## config.mk

```make
export PLATFORM = sky130hd
export DESIGN_NAME = multicycle_control
export DESIGN_NICKNAME = d
export VERILOG_FILES = /design/src/rtl/multicycle_control.sv
export SDC_FILE = /design/constraint.sdc
export NUM_CORES = 1
export LEC_CHECK = 0
export ABC_AREA = 1
export CAP_MARGIN = 20
export CELL_PAD_IN_SITES_DETAIL_PLACEMENT = 1
export CELL_PAD_IN_SITES_GLOBAL_PLACEMENT = 2
export CORE_MARGIN = 1
export CORE_UTILIZATION = 15
export CTS_CLUSTER_SIZE = 14
export DETAILED_ROUTE_END_ITERATION = 10
export HOLD_SLACK_MARGIN = 0.05
export MAX_ROUTING_LAYER = met4
export PLACE_DENSITY = 0.82
export SLEW_MARGIN = 20
export SYNTH_ARGS = -nofsm -noshare
export SYNTH_HDL_FRONTEND = slang
export SYNTH_SLANG_ARGS = --single-unit
```

## constraint.sdc

```tcl
create_clock -name clk -period 1.6 [get_ports clk]
set_clock_uncertainty 0.1 [all_clocks]
set_input_delay 0.16 -clock clk [delete_from_list [all_inputs] [get_ports clk]]
set_output_delay 0.16 -clock clk [all_outputs]
set_load 0.02 [all_outputs]
```

## src/rtl/multicycle_control.sv

```systemverilog
// Multicycle LEGv8 control FSM: FETCH/DECODE/EXEC/MEM/WB with a memory handshake.
// Define MULTICYCLE_PERF_EN to build the cycle and instruction performance counters.
module multicycle_control #(
  parameter int unsigned CNT_W = 32
) (
  input  logic             clk,
  input  logic             reset,
  input  logic [10:0]      opcode,
  input  logic             zero,
  input  logic             mem_ready,
  output logic             mem_req,
  output logic             iord,
  output logic             ir_write,
  output logic             pc_write,
  output logic             readreg2_control,
  output logic             alu_src,
  output logic             mem_read,
  output logic             mem_write,
  output logic             mem_to_reg,
  output logic             reg_write,
  output logic             branch,
  output logic             unconditional_branch,
  output logic [1:0]       alu_op,
  output logic             illegal,
  output logic [CNT_W-1:0] cycle_count,
  output logic [CNT_W-1:0] instr_count
);

  typedef enum logic [2:0] {
    FETCH  = 3'd0,
    DECODE = 3'd1,
    EXEC   = 3'd2,
    MEM    = 3'd3,
    WB     = 3'd4
  } state_t;

  typedef enum logic [2:0] {
    CLS_NONE = 3'd0,
    CLS_R    = 3'd1,
    CLS_LD   = 3'd2,
    CLS_ST   = 3'd3,
    CLS_CBZ  = 3'd4,
    CLS_B    = 3'd5
  } cls_t;

  state_t state_q, state_d;
  cls_t   cls_q, cls_d, cls_dec;

  always_comb begin
    casez (opcode)
      11'b11111000010: cls_dec = CLS_LD;
      11'b11111000000: cls_dec = CLS_ST;
      11'b10001011000,
      11'b11001011000,
      11'b10001010000,
      11'b10101010000: cls_dec = CLS_R;
      11'b10110100???: cls_dec = CLS_CBZ;
      11'b000101?????: cls_dec = CLS_B;
      default:         cls_dec = CLS_NONE;
    endcase
  end

  always_comb begin
    state_d = state_q;
    cls_d   = cls_q;
    case (state_q)
      FETCH:  if (mem_ready) state_d = DECODE;
      DECODE: begin
        if (cls_dec == CLS_NONE) begin
          state_d = FETCH;
        end else begin
          state_d = EXEC;
          cls_d   = cls_dec;
        end
      end
      EXEC: begin
        case (cls_q)
          CLS_R:          state_d = WB;
          CLS_LD, CLS_ST: state_d = MEM;
          default:        state_d = FETCH;
        endcase
      end
      MEM:    if (mem_ready) state_d = (cls_q == CLS_LD) ? WB : FETCH;
      WB:     state_d = FETCH;
      default: state_d = FETCH;
    endcase
  end

  always_ff @(posedge clk or posedge reset) begin
    if (reset) begin
      state_q <= FETCH;
      cls_q   <= CLS_NONE;
    end else begin
      state_q <= state_d;
      cls_q   <= cls_d;
    end
  end

  // Outputs are gated by reset so an in-flight handshake drops in the same cycle.
  always_comb begin
    mem_req              = 1'b0;
    iord                 = 1'b0;
    ir_write             = 1'b0;
    pc_write             = 1'b0;
    readreg2_control     = 1'b0;
    alu_src              = 1'b0;
    mem_read             = 1'b0;
    mem_write            = 1'b0;
    mem_to_reg           = 1'b0;
    reg_write            = 1'b0;
    branch               = 1'b0;
    unconditional_branch = 1'b0;
    alu_op               = 2'b00;
    illegal              = 1'b0;
    if (!reset) begin
      case (state_q)
        FETCH: begin
          mem_req  = 1'b1;
          mem_read = 1'b1;
          ir_write = mem_ready;
          pc_write = mem_ready;
        end
        DECODE: illegal = (cls_dec == CLS_NONE);
        EXEC: begin
          case (cls_q)
            CLS_R:  alu_op = 2'b10;
            CLS_LD: alu_src = 1'b1;
            CLS_ST: begin
              alu_src          = 1'b1;
              readreg2_control = 1'b1;
            end
            CLS_CBZ: begin
              readreg2_control = 1'b1;
              alu_op           = 2'b01;
              branch           = 1'b1;
              pc_write         = zero;
            end
            CLS_B: begin
              unconditional_branch = 1'b1;
              pc_write             = 1'b1;
              alu_op               = 2'b01;
            end
            default: ;
          endcase
        end
        MEM: begin
          mem_req   = 1'b1;
          iord      = 1'b1;
          mem_read  = (cls_q == CLS_LD);
          mem_write = (cls_q == CLS_ST);
        end
        WB: begin
          reg_write  = 1'b1;
          mem_to_reg = (cls_q == CLS_LD);
        end
        default: ;
      endcase
    end
  end

`ifdef MULTICYCLE_PERF_EN
  logic [CNT_W-1:0] cycle_count_q, cycle_count_d;
  logic [CNT_W-1:0] instr_count_q, instr_count_d;
  logic             instr_done;

  always_comb begin
    instr_done    = (state_d == FETCH) &&
                    ((state_q == EXEC) || (state_q == MEM) || (state_q == WB));
    cycle_count_d = cycle_count_q + CNT_W'(1);
    instr_count_d = instr_done ? instr_count_q + CNT_W'(1) : instr_count_q;
  end

  always_ff @(posedge clk or posedge reset) begin
    if (reset) begin
      cycle_count_q <= '0;
      instr_count_q <= '0;
    end else begin
      cycle_count_q <= cycle_count_d;
      instr_count_q <= instr_count_d;
    end
  end

  assign cycle_count = cycle_count_q;
  assign instr_count = instr_count_q;
`else
  assign cycle_count = '0;
  assign instr_count = '0;
`endif

endmodule

```

==> Word-level counts from Yosys, hierarchy flattened <==
Cells that the tools add are included.
Widths: inputs -> output; s select.
{ "word_totals": {"latch_bits": 0, "mem_bits_ro": 0, "ff_bits": 6, "ramBits": 0, "out_inout_bits": 79, "memories": 0} }
{ "classes": {"bitwise_logic": 1, "n_lt_le_gt_ge": 0, "n_reduce_logical": 9, "eq_ne": 19, "mux": 41, "multipliers": 0, "n_addsub": 0, "shift": 0, "div": 0} }
{ "op_table": {"columns": ["op", "n"], "rows": [
  ["$eq 11x11->1 const B", 6],
  ["$mux 1", 28],
  ["$pmux 3 s5", 1],
  ["$eq 3x2->1 const B", 4],
  ["$pmux 3 s4", 1],
  ["$eq 3x3->1 const B", 3],
  ["$mux 3", 3],
  ["$eq 8x8->1 const B", 1],
  ["$reduce_or 2->1", 4],
  ["$eq 3x1->1 const B", 2],
  ["$eq 6x3->1 const B", 1],
  ["$logic_not 3->1", 2],
  ["$mux 2", 3],
  ["$pmux 1 s2", 3],
  ["$pmux 3 s2", 1],
  ["$ne 2x2->1 const B", 2],
  ["$pmux 2 s2", 1],
  ["$reduce_and 2->1", 2],
  ["$reduce_or 4->1", 1],
  ["$not 1->1", 1]
]} }

==> Longest topological paths before layout <==
Gate-level depths: netlist of the first run.
{ "depth": {"ltp_word": 6, "depth_mapped": 9, "ltp_nobuf": 9} }

==> Worst setup path after synthesis of the first run <==
Ideal clock, no wire load.
{ "synth_path": {"path_kind": "register -> output", "startpoint": "reg state_q[1]", "endpoint": "out mem_to_reg", "path_stages_with_launch": 5, "path_buffers": 0, "t_arrival_ns": 1.414, "required_ns": 1.340, "path_slack_ns": -0.074, "path_cell_list": "dfrtp_1 > nor2_2 > inv_1 > nor3_1 > and2_1"} }
{ "synth_between": {"elab_chain_cells": 3} }
{ "synth_rtl": {"columns": ["item", "line", "source"], "rows": [
  ["start, declared", "46", "state_t state_q, state_d;"],
  ["start signal, assigned", "94", "state_q <= state_d;"],
  ["$eq 3x3->1", "116", "case (state_q)"],
  ["$mux 1", "116", null],
  ["$mux 1", "115", "if (!reset) begin"],
  ["end, declared", "19", "output logic mem_to_reg,"]
]} }
No other way between the ends.

==> Final worst setup path of the first run <==
{ "layout_path": {"startpoint": "reg cls_q[1]", "endpoint": "out alu_op[1]"} }
{ "layout_between": {"elab_chain_cells": 5} }
{ "layout_rtl": {"columns": ["item", "line", "source"], "rows": [
  ["start, declared", "47", "cls_t cls_q, cls_d, cls_dec;"],
  ["start signal, assigned", "95", "cls_q <= cls_d;"],
  ["$eq 3x3->1", "125", "case (cls_q)"],
  ["$reduce_or 2->1 (no line)", null, null],
  ["$pmux 2 s2 *", "125", null],
  ["$mux 2 *", "116", null],
  ["$mux 2 *", "115", null],
  ["end, declared", "23", "output logic [1:0] alu_op,"]
]} }
Mark *: on every way between the ends. The rest lies on a longest branch, timed or not.

==> impl_results.md, run 1 <==
- Final cycle utilization of the critical path: 1.027
- Crit-path max cell delay: 0.44 ns
- Status: complete, but fails checks
- Die X: 88.60 um
- Core Box Area: 0.007253 mm^2
- Tightest Hold Check Type: in2reg
- # DRC: 0
- Cts bufs inserted: 3
- Clock-pin slew on the worst setup and hold paths: 0.04 ns
- RR Endpoint: state_q[0]
- Post-detail-place hpwl: 2.340 mm
- Port Buf Inserts: 29
- Cell taking the most area after synthesis: buf_4
- Vias per cell: 3.110
- Crit path DAT: 1.38 ns
- Post-Syn Instances: 176
- TritonCTS clock tree: yes
- Post-synthesis sequential area ratio: 0.1335
- Top cells by area, synth: buf_4 43%, dfrtp_1 13%, inv_1 7.7%
- GR Util met1: 0.06920
- Placed cell area: 0.001508 mm^2
- Vert. Die Dim: 88.60 um
- VDD IR max: 0.1846 mV
- PnR Total Power: 1.185 mW
- Yosys top cell area share: 0.4271
- Syn. warnings: 0
- Layout cell share with drive strength beyond 1: 0.3655
- Hold Worst Slack: 0.4424 ns
- Post-route ant nets: 0
- First drt pass iteration count: 2
- Top_reg_cell synth: dfrtp_1
- CP max-delay cell: dfrtp_2
- Worst setup EP type: output pin
- NumNets Final: 255
- Unrepaired setup endpoints after global routing: yes
- Initial antenna violation count: 0
- Crit path time final: 1.644 ns
- CTS HTree Levels: 1
- Fillers: 920
- Diode count: 0
- Initial Util: 0.1551
- Largest net degree at the start of global routing: 7
- Total track usage: 0.07134
- TritonCTS Sinks: 6
- Commonest cells post-synth: 64 x buf_4, 23 x inv_1, 22 x nand2_1
- Failing checks: setup timing
- Met2 Resource Use GR: 0.1413
- Synth cell types: 22
- Vias in the first global route: 1023
- Reg-to-Reg Start: state_q[1]
- Avg Cell Area, Syn: 6.391 um^2
- Root Driver: clkbuf_8
- Fin. Hold Viols: 0
- Leak: 0.8959 nW
- # setup viols final: 2
- Design area: 0.001668 mm^2
- Area of the mapped netlist: 0.001125 mm^2
- Fin. max-slew vios: 0
- Top Usage Layer GRT: met2
- Drt initial violations: 29
- Flop2flop setup slack: 0.26 ns
- Overflow after GRT: 0
- Crit-path cells: buf_6, nor4_4, inv_1, nor2_1, buf_4
- Most frequent cell after synthesis: buf_4
- Routability cong.: 0.7326
- Fmax: 608.4 MHz
- Startpoint types: flop
- Worst-path fanout max: 5
- Register bit total from synthesis: 6
- Clock buffer depth: 2
- Die area: 0.007849 mm^2
- IO Pins: 94
- Via count: 1048
- R2r worst-path depth: 5
- Async SR Flop Fraction: 1.000
- Area growth, synth to finish: 48.28%
- Post-synth EDFFs: 0
- Routed WL: 2.768 mm
- Cell count of the worst hold path: 7
- Critical setup path kind: reg2out
- Hold Startpoint: opcode[3]
- Met3 usage: 0.01586
- Final WS setup: -0.04358 ns
- Global-route wire length before repair: 4.243 mm
- Pwr Density: 710.4 mW/mm^2
- Max_cap viols: 0
- CP required: 1.34 ns
- Cell Rows: 31
- Drt wl/cell: 8.214 um
- Worst skew pair latency: 0.22 ns
- Hold EP: cls_q[1]
==> where the power goes <==
group          internal, mW  total, mW  switching [mW]
logic                 0.294      0.721           0.427
clock network         0.162      0.229          0.0670
registers             0.185      0.235          0.0503
total                 0.640       1.18           0.545
==> timing repair <==
action	in CTS	in global routing
setup endpoints to repair	15	15
pin swaps	0	7
hold buffers	0	0
resized for setup	78	41
setup buffers	4	0
endpoints found under the hold margin	0	0
==> routing by layer <==
layer  wire, um  part of all wire
met1        999              0.36
met2       1561              0.56
met5          0                 0
met3        193             0.070
met4         13            0.0047
==> state kept, by name, indices dropped and copies added (netlist names) <==
name and count:
cls_q 3, state_q 3
==> placed cells by master, fill, tap and decap left out, drive strengths merged <==
master	n
nand2	24
conb	64
dlygate4sd2	4
dlymetal6s2s	2
a21oi	6
o22a	1
clkdlybuf4s50	8
inv	24
buf	47
nor2	26
nor3	5
dfrtp	6
and2	2
nand3	9
nand3b	1
clkbuf	3
nor4	2
o21ai	4
==> cell families (layout without fill, tap and decap cells) <==
family                 count (synthesis)  count (layout)  synth area share
DFF                                    6               6            0.1335
buffers and inverters                 89              88            0.5106
AOI/OAI and AO/OA                     11              11           0.05227
other                                  1              64          0.003334
and+or+nand+nor                       69              69            0.3003
==> worst max-delay path by stage <==
| stage | cells after the start | to | from | slack [ns] |
|---|---|---|---|---|
| finish | 5 | alu_op[1] | cls_q[1] | -0.04 |
| floorplan | 4 | mem_to_reg | state_q[1] | -0.07 |
| CTS | 5 | mem_to_reg | state_q[1] | -0.06 |
| detailed placement | 8 | illegal | opcode[9] | -0.49 |
| global route | 6 | alu_op[1] | state_q[0] | -0.11 |
| global placement | 8 | illegal | opcode[9] | -0.49 |
==> layout make-up <==
class,count,area [um^2],area share
Clock buffer,3,41.29,0.02476
Multi-Input combinational cell,144,747.0,0.4479
Inverter,24,90.09,0.05401
Timing Repair Buffer,61,510.5,0.3061
Sequential cell,6,155.1,0.09302
Tap cell,99,123.9,0.07427
==> worst max-delay path, delay by kind of cell (launching register included) <==
family | cells | cell delay (ns)
DFF | 1 | 0.44
buffers and inverters | 3 | 0.37
and+or+nand+nor | 2 | 0.35
==> through the flow <==
stage	setup WS, ns	utilization	cells	setup TNS (ns)
floorplan	-0.07360	-	239	-0.07360
global placement	-0.4861	0.2079	330	-4.840
detailed placement	-0.4870	0.2079	330	-4.957
CTS	-0.05596	0.2127	337	-0.2388
global route	-0.1068	0.2299	337	-0.5958
finish	-0.04358	0.2299	337	-0.04492
Power figures use the tool's default switching activity.
==> run 2: changes to the inputs <==
Settings changed: SKIP_LAST_GASP set to 1.
==> impl_results.md, run 2 (synthesis results as in run 1) <==
- # DRC: 0 (unchanged)
- Crit-path cells: buf_6, nor4_4, inv_1, nor2_1, buf_4 (unchanged)
- NumNets Final: 255 (unchanged)
- Initial antenna violation count: 0 (unchanged)
- Critical setup path kind: reg2out (unchanged)
- Crit path time final: 1.642 ns (was 1.644 ns)
- Global-route wire length before repair: 4.229 mm (was 4.243 mm)
- Vert. Die Dim: 88.60 um (unchanged)
- Pwr Density: 710.0 mW/mm^2 (was 710.4 mW/mm^2)
- Final WS setup: -0.04239 ns (was -0.04358 ns)
- Leak: 0.8845 nW (was 0.8959 nW)
- CTS Hold Bufs: 0 (unchanged)
- Reg-to-Reg Start: state_q[2] (was state_q[1])
- Crit-path max cell delay: 0.44 ns (about the same)
- Fmax: 608.9 MHz (was 608.4 MHz)
- Fin. max-slew vios: 0 (unchanged)
- CTS HTree Levels: 1 (unchanged)
- IO Pins: 94 (unchanged)
- Worst-path fanout max: 5 (unchanged)
- VDD IR max: 0.1775 mV (was 0.1846 mV)
- Area growth, synth to finish: 46.05% (was 48.28%)
- Startpoint types: flop (unchanged)
- Routability cong.: 0.7326 (unchanged)
- Clock-pin slew on the worst setup and hold paths: 0.04 ns (about the same)
- Most common cell after layout, fill and taps aside: conb_1 (unchanged)
- TritonCTS Sinks: 6 (unchanged)
- Cts bufs inserted: 3 (unchanged)
- Diode count: 0 (unchanged)
- Most frequent cells in the layout: 64 x conb_1, 38 x buf_4, 20 x nand2_1 (was 64 x conb_1, 39 x buf_4, 20 x nand2_1)
- Clock buffer depth: 2 (unchanged)
- Die X: 88.60 um (unchanged)
- Crit path from: cls_q[1] (unchanged)
- Dpl ws: -0.4870 ns (unchanged)
- Dpl cells: 330 (unchanged)
- Vias in the first global route: 1021 (was 1023)
- Top Registers: cls_q x3, state_q x3 (unchanged)
- Post-route ant nets: 0 (unchanged)
- Fin util: 0.2265 (was 0.2299)
- Initial Util: 0.1551 (unchanged)
- Unrepaired setup endpoints after global routing: yes (unchanged)
- Failing checks: setup timing (unchanged)
- Port Buf Inserts: 29 (unchanged)
- Family with the most delay on the worst path: flip-flops (unchanged)
- Max_cap viols: 0 (unchanged)
- Drt initial violations: 22 (was 29)
- Cell Rows: 31 (unchanged)
- Root Driver: clkbuf_8 (unchanged)
- First drt pass iteration count: 2 (unchanged)
- Total track usage: 0.07114 (was 0.07134)
- Vias per cell: 3.104 (was 3.110)
- PnR Total Power: 1.166 mW (was 1.185 mW)
- Drt wl/cell: 8.202 um (was 8.214 um)
- Largest net degree at the start of global routing: 7 (unchanged)
- Core Box Area: 0.007253 mm^2 (unchanged)
- Status: complete, but fails checks (unchanged)
- Cell count of the worst hold path: 7 (unchanged)
- Die area: 0.007849 mm^2 (unchanged)
- Finished Layout Cells: 337 (unchanged)
- Levels on crit path: 5 (unchanged)
- Routed WL: 2.764 mm (was 2.768 mm)
- Layout cell share with drive strength beyond 1: 0.3529 (was 0.3655)
- Bufs and invs on worst path: 3 (unchanged)
- Crit path DAT: 1.38 ns (about the same)
- Fin. Hold Viols: 0 (unchanged)
- Tightest Hold Check Type: in2reg (unchanged)
- Via count: 1046 (was 1048)
- TritonCTS clock tree: yes (unchanged)
- Overflow after GRT: 0 (unchanged)
- CP required: 1.34 ns (about the same)
- R2r worst-path depth: 5 (unchanged)
- Worst setup EP type: output pin (unchanged)
- Final cycle utilization of the critical path: 1.026 (was 1.027)
- Hold Startpoint: opcode[3] (unchanged)
- Worst skew pair latency: 0.22 ns (about the same)
- CP max-delay cell: dfrtp_2 (unchanged)
- Post-detail-place hpwl: 2.340 mm (unchanged)
- # setup viols final: 3 (was 2)
run 2: cell count changes in the layout (fill, tap and decap cells not counted), sizes merged:
cell,delta
clkdlybuf4s50,+1
buf,-1
clkdlybuf4s15,+1
dlymetal6s2s,-1
run 2: cell type report:
cell class	instances	area (um^2)
fill	926	5610
timing repair buffer	61	505.5
tap	99	123.9
sequential	6	153.9
clock buffer	3	41.29
inverter	24	90.09
multi-input combinational	144	728.2
run 2: metrics by stage:
| step | cell area [um^2] | hold slack, ns | TNS [ns] |
|---|---|---|---|
| floorplan | 1368 | 0.07257 | -0.07360 |
| global placement | 1508 | 0.4728 | -4.840 |
| detailed placement | 1508 | 0.4743 | -4.957 |
| CTS | 1543 | 0.4388 | -0.2388 |
| global route | 1643 | 0.5008 | -0.9847 |
| finish | 1643 | 0.4424 | -0.08516 |
run 2: what timing repair did:
action / 4_1_cts / 5_1_grt
resized for setup: 78 / 32
setup endpoints to repair: 15 / 15
pin swaps: 0 / 5
setup buffers: 4 / 0
run 2: worst min-delay path: cells and delay by family:
family / cells / cell delay (ns)
buf+inv: 2 / 0.28
simple gates: 5 / 0.28
run 2: metal layers:
| layer | part of all wire | wire length, um | vias up | track usage |
|---|---|---|---|---|
| met1 | 0.36 | 1006 | 466 | 0.06864 |
| li1 | - | - | 532 | - |
| met3 | 0.068 | 189 | 2 | 0.01586 |
| met2 | 0.56 | 1555 | 46 | 0.1413 |
| met4 | 0.0047 | 13 | 0 | 0.01760 |
| met5 | 0 | 0 | - | - |
run 2: power by group:
group / leakage, nW / internal (mW) / switching [mW] / total (mW)
registers: 0.0761 / 0.182 / 0.0437 / 0.226
clock network: 0.0216 / 0.162 / 0.0670 / 0.229
logic: 0.787 / 0.289 / 0.422 / 0.712
run 2: worst paths after layout:
| path | slack (ns) | endpoint |
|---|---|---|
| max reg2reg | 0.23 | state_q[0] |
| max in group asynchronous | 0.80 | cls_q[1] |
| min | 0.44 | cls_q[1] |
| max | -0.04 | alu_op[1] |
| min reg2reg | 0.50 | cls_q[0] |
| min in group asynchronous | 0.48 | state_q[0] |
